## src/rtl/mem_access_unit.sv

```systemverilog
// mem_access_unit
//   Sequences one CPU load/store onto a byte-addressable data memory.
//   All state updates on the falling edge of CLK (the memory write edge).
//   RST is asynchronous and active-low.
//
//   Optional feature macro: MISALIGNED_SPLIT_EN
//     defined   : misaligned half/word accesses are split into byte accesses
//     undefined : misaligned accesses complete with Err=1 and touch no memory
//
// Ports
//   CLK, RST            clock (falling edge active), async active-low reset
//   Req                 access request, sampled only while idle
//   IsStore             1 = store, 0 = load
//   Funct3              RV32 width/sign code
//   Addr, WData         byte address, right-aligned store data
//   Busy                high whenever the FSM is not idle
//   Done                one-cycle completion pulse
//   RData               extended load result, valid with Done
//   Err                 valid with Done, 1 = access rejected
//   DataAddr/DataSize   memory address and size (00 byte, 01 half, 10 word)
//   DataIn, WE          memory write data and write enable
//   MemRData            combinational memory read data
//   DbgState            current FSM state (IDLE=0, ACCESS=1, SPLIT=2, DONE=3)
//
// Handshake: a request is accepted on the falling edge where Req=1 and the
// unit is idle (Busy=0). Req while Busy=1 is ignored. Exactly one Done pulse
// follows each accepted request unless reset intervenes.
module mem_access_unit (
  input  logic        CLK,
  input  logic        RST,
  input  logic        Req,
  input  logic        IsStore,
  input  logic [2:0]  Funct3,
  input  logic [31:0] Addr,
  input  logic [31:0] WData,
  output logic        Busy,
  output logic        Done,
  output logic [31:0] RData,
  output logic        Err,
  output logic [31:0] DataAddr,
  output logic [1:0]  DataSize,
  output logic [31:0] DataIn,
  input  logic [31:0] MemRData,
  output logic        WE,
  output logic [1:0]  DbgState
);

  typedef enum logic [1:0] {
    IDLE   = 2'd0,
    ACCESS = 2'd1,
`ifdef MISALIGNED_SPLIT_EN
    SPLIT  = 2'd2,
`endif
    DONE   = 2'd3
  } state_t;

  state_t      state_q, state_d;
  logic        is_store_q;
  logic [2:0]  funct3_q;
  logic [31:0] addr_q;
  logic [31:0] wdata_q;
  logic        err_q;
  logic [31:0] raw_q;     // load data, zero-extended, before sign handling
`ifdef MISALIGNED_SPLIT_EN
  logic [1:0]  cnt_q;     // byte index inside a split access
  logic [1:0]  cnt_last;
`endif

  // Request decode, only meaningful in IDLE.
  logic f3_ok, misal, accept;

  always_comb begin
    if (IsStore) f3_ok = (Funct3 <= 3'd2);
    else         f3_ok = (Funct3 != 3'd3) && (Funct3 != 3'd6) && (Funct3 != 3'd7);
    misal  = ((Funct3[1:0] == 2'b01) && Addr[0]) ||
             ((Funct3[1:0] == 2'b10) && (Addr[1:0] != 2'b00));
    accept = (state_q == IDLE) && Req;
  end

`ifdef MISALIGNED_SPLIT_EN
  assign cnt_last = funct3_q[0] ? 2'd1 : 2'd3;
`endif

  // State register
  always_ff @(negedge CLK or negedge RST) begin
    if (!RST) state_q <= IDLE;
    else      state_q <= state_d;
  end

  // Next state and outputs
  always_comb begin
    state_d  = state_q;
    Busy     = (state_q != IDLE);
    Done     = 1'b0;
    Err      = 1'b0;
    RData    = 32'd0;
    DataAddr = 32'd0;
    DataSize = 2'b00;
    DataIn   = 32'd0;
    WE       = 1'b0;
    DbgState = state_q;
    case (state_q)
      IDLE: begin
        if (Req) begin
          if (!f3_ok) state_d = DONE;
          else if (misal) begin
`ifdef MISALIGNED_SPLIT_EN
            state_d = SPLIT;
`else
            state_d = DONE;
`endif
          end
          else state_d = ACCESS;
        end
      end
      ACCESS: begin
        DataAddr = addr_q;
        DataSize = funct3_q[1:0];
        DataIn   = wdata_q;
        WE       = is_store_q;
        state_d  = DONE;
      end
`ifdef MISALIGNED_SPLIT_EN
      SPLIT: begin
        DataAddr = addr_q + {30'd0, cnt_q};
        DataSize = 2'b00;
        DataIn   = {24'd0, wdata_q[{cnt_q, 3'b000} +: 8]};
        WE       = is_store_q;
        if (cnt_q == cnt_last) state_d = DONE;
      end
`endif
      DONE: begin
        Done    = 1'b1;
        Err     = err_q;
        state_d = IDLE;
        if (!err_q && !is_store_q) begin
          case (funct3_q)
            3'b000:  RData = {{24{raw_q[7]}}, raw_q[7:0]};
            3'b001:  RData = {{16{raw_q[15]}}, raw_q[15:0]};
            3'b100:  RData = {24'd0, raw_q[7:0]};
            3'b101:  RData = {16'd0, raw_q[15:0]};
            default: RData = raw_q;
          endcase
        end
      end
      default: state_d = IDLE;
    endcase
  end

  // Captured request and load data
  always_ff @(negedge CLK or negedge RST) begin
    if (!RST) begin
      is_store_q <= 1'b0;
      funct3_q   <= 3'd0;
      addr_q     <= 32'd0;
      wdata_q    <= 32'd0;
      err_q      <= 1'b0;
      raw_q      <= 32'd0;
`ifdef MISALIGNED_SPLIT_EN
      cnt_q      <= 2'd0;
`endif
    end else begin
      if (accept) begin
        is_store_q <= IsStore;
        funct3_q   <= Funct3;
        addr_q     <= Addr;
        wdata_q    <= WData;
        raw_q      <= 32'd0;
`ifdef MISALIGNED_SPLIT_EN
        err_q      <= !f3_ok;
        cnt_q      <= 2'd0;
`else
        err_q      <= !f3_ok || misal;
`endif
      end
      if (state_q == ACCESS && !is_store_q) begin
        case (funct3_q[1:0])
          2'b00:   raw_q <= {24'd0, MemRData[7:0]};
          2'b01:   raw_q <= {16'd0, MemRData[15:0]};
          default: raw_q <= MemRData;
        endcase
      end
`ifdef MISALIGNED_SPLIT_EN
      if (state_q == SPLIT) begin
        if (!is_store_q) raw_q[{cnt_q, 3'b000} +: 8] <= MemRData[7:0];
        cnt_q <= cnt_q + 2'd1;
      end
`endif
    end
  end

endmodule

```

## config.mk

```make
export PLATFORM = sky130hd
export DESIGN_NAME = mem_access_unit
export DESIGN_NICKNAME = d
export VERILOG_FILES = /design/src/rtl/mem_access_unit.sv
export SDC_FILE = /design/constraint.sdc
export NUM_CORES = 1
export LEC_CHECK = 0
export CAP_MARGIN = 20
export CORE_UTILIZATION = 42
export CTS_CLUSTER_SIZE = 25
export DETAILED_ROUTE_END_ITERATION = 6
export GPL_TIMING_DRIVEN = 0
export PLACE_DENSITY = 0.8
export SKIP_LAST_GASP = 1
export SLEW_MARGIN = 25
export SYNTH_ARGS = -nofsm -noshare
export SYNTH_HDL_FRONTEND = slang
export SYNTH_SLANG_ARGS = --single-unit
```

## constraint.sdc

```tcl
create_clock -name CLK -period 2.4 [get_ports CLK]
set_clock_uncertainty 0.2 [all_clocks]
set_input_delay 0.6 -clock CLK [delete_from_list [all_inputs] [get_ports CLK]]
set_output_delay 0.6 -clock CLK [all_outputs]
set_load 0.1 [all_outputs]
```

Word-level counts from Yosys, hierarchy flattened
Index checks and enable logic that the tools add are counted.
Widths: inputs -> output; s select.

storage, ports and cells
  bits in registers = 103
  bits of input ports = 103
  word-level logic and storage cells = 55
  output and inout bits = 104

operators by class
  equal/unequal tests = 12
  reduce and logical (&&, ||, !) cells = 18
  multiplexer cells = 17
  $lt $le $gt $ge = 1

operators by type and width
  cell                number
  $mux 32             6
  $pmux 32 s4         1
  $pmux 32 s2         1
  $mux 2              4
  $logic_and 1x1->1   7
  $eq 2x1->1 const B  3
  $eq 3x3->1 const B  2
  $ne 3x3->1 const B  2
  $reduce_bool 2->1   3
  $eq 2x2->1 const B  2
  $logic_not 2->1     2
  $mux 1              4
  $pmux 2 s2          1
  $eq 3x1->1 const B  1
  $le 3x2->1 const B  1
  $logic_not 1->1     3
  $logic_not 3->1     1
  $ne 3x2->1 const B  1
  $logic_or 1x1->1    2
  $ne 2x2->1 const B  1

Depth between registers and ports, before layout
  depth in word-level cells = 7
  depth in mapped cells = 5
  depth with buffers taken out = 3

==> results.py <==
metrics = {
    "status": {
        "status": "finished with violations",
        "violations": "setup timing",
    },
    "clocking": {
        "clkTransAtPathRegs_ns": 0.07,
        "cts_sinks": 103,
        "root_buffer": "clkbuf_8",
        "clk_latency_ns": 0.36,
        "postCtsHoldBufs": 0,
        "htreeDepth": 3,
        "numCtsBuffers": 9,
        "clk_path_buf_depth": 2,
        "tritoncts": "yes",
    },
    "worst_hold_path": {
        "hold_end": "raw_q[26]",
        "worstHoldStart": "raw_q[26]",
        "hold_class": "register to register",
        "hold_path_depth": 1,
    },
    "worst_setup_path": {
        "cp_max_fo": 5,
        "arrival_ns": 3.11,
        "r2r-end": "wdata_q[11]",
        "required_ns": 1.60,
        "cp-start-kind": "register",
        "path_class": "register to primary output",
        "regToRegSetupSlack_ns": 0.17,
        "ff2ff_path_depth": 9,
        "end_kind": "primary output",
        "crit-reg2reg-launch": "DbgState[0]",
    },
    "placement": {
        "place_hpwl_mm": 9.953,
        "gp_congestion": 0.7559,
        "port_buffers": 206,
        "dp_cells": 725,
        "pre_cts_ws_ns": -2.670,
    },
    "cells_and_area": {
        "finish.utilization": 0.9177,
        "syn2layout_area_growth_pct": 112.9,
        "drive_gt1_frac": 0.5982,
        "instances_no_fill": 798,
        "layout.nets": 755,
    },
    "sta": {
        "drv_slew": 0,
        "maxSlewHeadroom": 0.6067,
        "setup_viol": 206,
        "fin_ws_ns": -1.508,
        "worst_pin_slew_ns": 0.5878,
        "rsz0062_at_grt": "yes",
        "hold_violations": 0,
    },
    "global_route": {
        "antenna_found_initial": 1,
        "grt-ovfl-total": 0,
        "grt_pass1_vias": 4501,
        "met3_usage": 0.06444,
        "grt_start_max_net_pins": 65,
        "gr-usage-all-layers": 0.2902,
        "grt_pass1_wl_mm": 24.85,
        "grt_busiest_layer": "met2",
        "met1_usage": 0.3504,
        "grtUsageMet2": 0.5065,
    },
    "routing": {
        "first_pass_iters": 4,
        "vias": 4273,
        "drc_errors": 0,
        "first_iter_violations": 191,
        "drt-wirelength-per-cell_um": 23.76,
        "routed_wirelength_mm": 18.96,
        "post_drt_via_cell_ratio": 5.355,
        "antenna_left": 0,
    },
    "yosys": {
        "netlist.area_leader.share": 0.5541,
        "synth_warnings": 0,
        "synth-seq-cells": 103,
        "syn_area_um2": 4652,
        "synth_top_area_cell": "dfrtn_1",
        "syn_inst": 378,
        "syn_avg_cell_area_um2": 12.31,
        "ys_async_sr_fraction": 1.000,
        "synth.most_common_cell": "dfrtn_1",
        "synth_top_flop_cell": "dfrtn_1",
        "ys_top_cells_by_area": "dfrtn_1, mux2_2, and2_1",
        "synthesis.nets": 481,
        "synth-edff-count": 0,
        "seq_area_frac_synth": 0.5541,
        "synthTopCellsByCount": "dfrtn_1, and2_1, mux2_2",
        "ys_types": 29,
    },
    "die": {
        "die_area_um2": 11500,
        "coreArea_um2": 10790,
        "dieWidth_um": 107.2,
        "io_pins": 207,
        "die_h_um": 107.2,
        "rows": 38,
        "start_util": 0.4310,
    },
    "pwr": {
        "max-vdd-ir-drop_mv": 1.367,
        "leakage_nw": 4.332,
        "p_per_area_nw_per_um2": 1679,
    },
    "job": {
        "drv_cap": 0,
    },
}
-- state kept, by name, indices dropped and copies added (netlist names) --
| signal | flops |
|---|---|
| funct3_q | 3 |
| addr_q | 32 |
| is_store_q | 1 |
| raw_q | 32 |
| err_q | 1 |
| wdata_q | 32 |
| DbgState | 2 |
-- stage by stage --
step	instance area (um2)	TNS, ns	hold slack, ns	total power [mW]
detailed placement	7820	-338.33	0.2508	12.26
CTS	9504	-168.78	0.2548	15.64
global route	9905	-176.60	0.2721	17.10
finish	9905	-168.89	0.2559	16.63
global placement	7790	-773.74	0.2476	12.10
floorplan	5553	-216.04	0.2314	10.45
-- critical path, cell delays in order (launching register included) --
cell      delay [ns]
dfrtn_1         0.44
buf_6           0.12
and4bb_4        0.27
o211ai_4        0.10
buf_4           0.16
buf_12          0.14
a21oi_4         0.14
buf_12          0.19
-- report_power, final --
part | total, mW | switching (mW) | internal (mW)
combinational | 12.0 | 6.64 | 5.36
clock | 1.33 | 0.651 | 0.676
sequential | 3.30 | 0.642 | 2.66
-- how the worst max path moves through the flow --
stage	end	start	cells after the start	slack (ns)
2_1_floorplan	RData[21]	DbgState[1]	4	-2.07
3_3_place_gp	raw_q[21]	RST	1	-4.34
3_5_place_dp	RData[15]	funct3_q[1]	5	-2.67
4_1_cts	RData[30]	funct3_q[0]	6	-1.54
5_1_grt	RData[23]	DbgState[0]	7	-1.55
6_report	RData[25]	DbgState[0]	7	-1.51
-- logic make-up after synthesis --
kind of cell / after synthesis / synth area share
muxes: 70 / 0.1692
and+or+nand+nor: 94 / 0.1288
buffers and inverters: 42 / 0.04330
AOI/OAI and AO/OA: 69 / 0.1046
DFF: 103 / 0.5541
-- cell usage in the layout (no fill, tap or decap), drive strengths merged, types with 2 or more instances in the layout --
| master | count |
|---|---|
| dfrtn | 103 |
| a22o | 32 |
| clkbuf | 16 |
| bufinv | 2 |
| and4bb | 2 |
| o21ai | 8 |
| mux2 | 69 |
| nor2 | 6 |
| a21oi | 24 |
| nand2b | 4 |
| clkdlybuf4s50 | 94 |
| and2 | 76 |
| buf | 188 |
| inv | 18 |
-- per-layer routing --
metal | wire length [um] | share of wire
met4 | 490 | 0.026
met1 | 6810 | 0.36
met3 | 1359 | 0.072
met2 | 10300 | 0.54
met5 | 0 | 0
-- repair_timing --
item	4_1_cts	5_1_grt
endpoints found under the setup margin	207	206
pin swaps	9	12
cloned	13	1
gates resized for setup	937	125
setup buffers	33	23
-- layout make-up --
| type | count | area (um2) |
|---|---|---|
| plain buffers | 19 | 296.5 |
| diodes | 1 | 2.502 |
| fillers | 340 | 888.4 |
| multi-input cells | 234 | 2675 |
| clock buffers | 12 | 165.2 |
| inverters | 18 | 75.07 |
| repair buffers | 267 | 3861 |
| clock inverters | 4 | 76.32 |
| flip-flops and latches | 103 | 2577 |
| well taps | 140 | 175.2 |
Power figures use the tool's default switching activity.
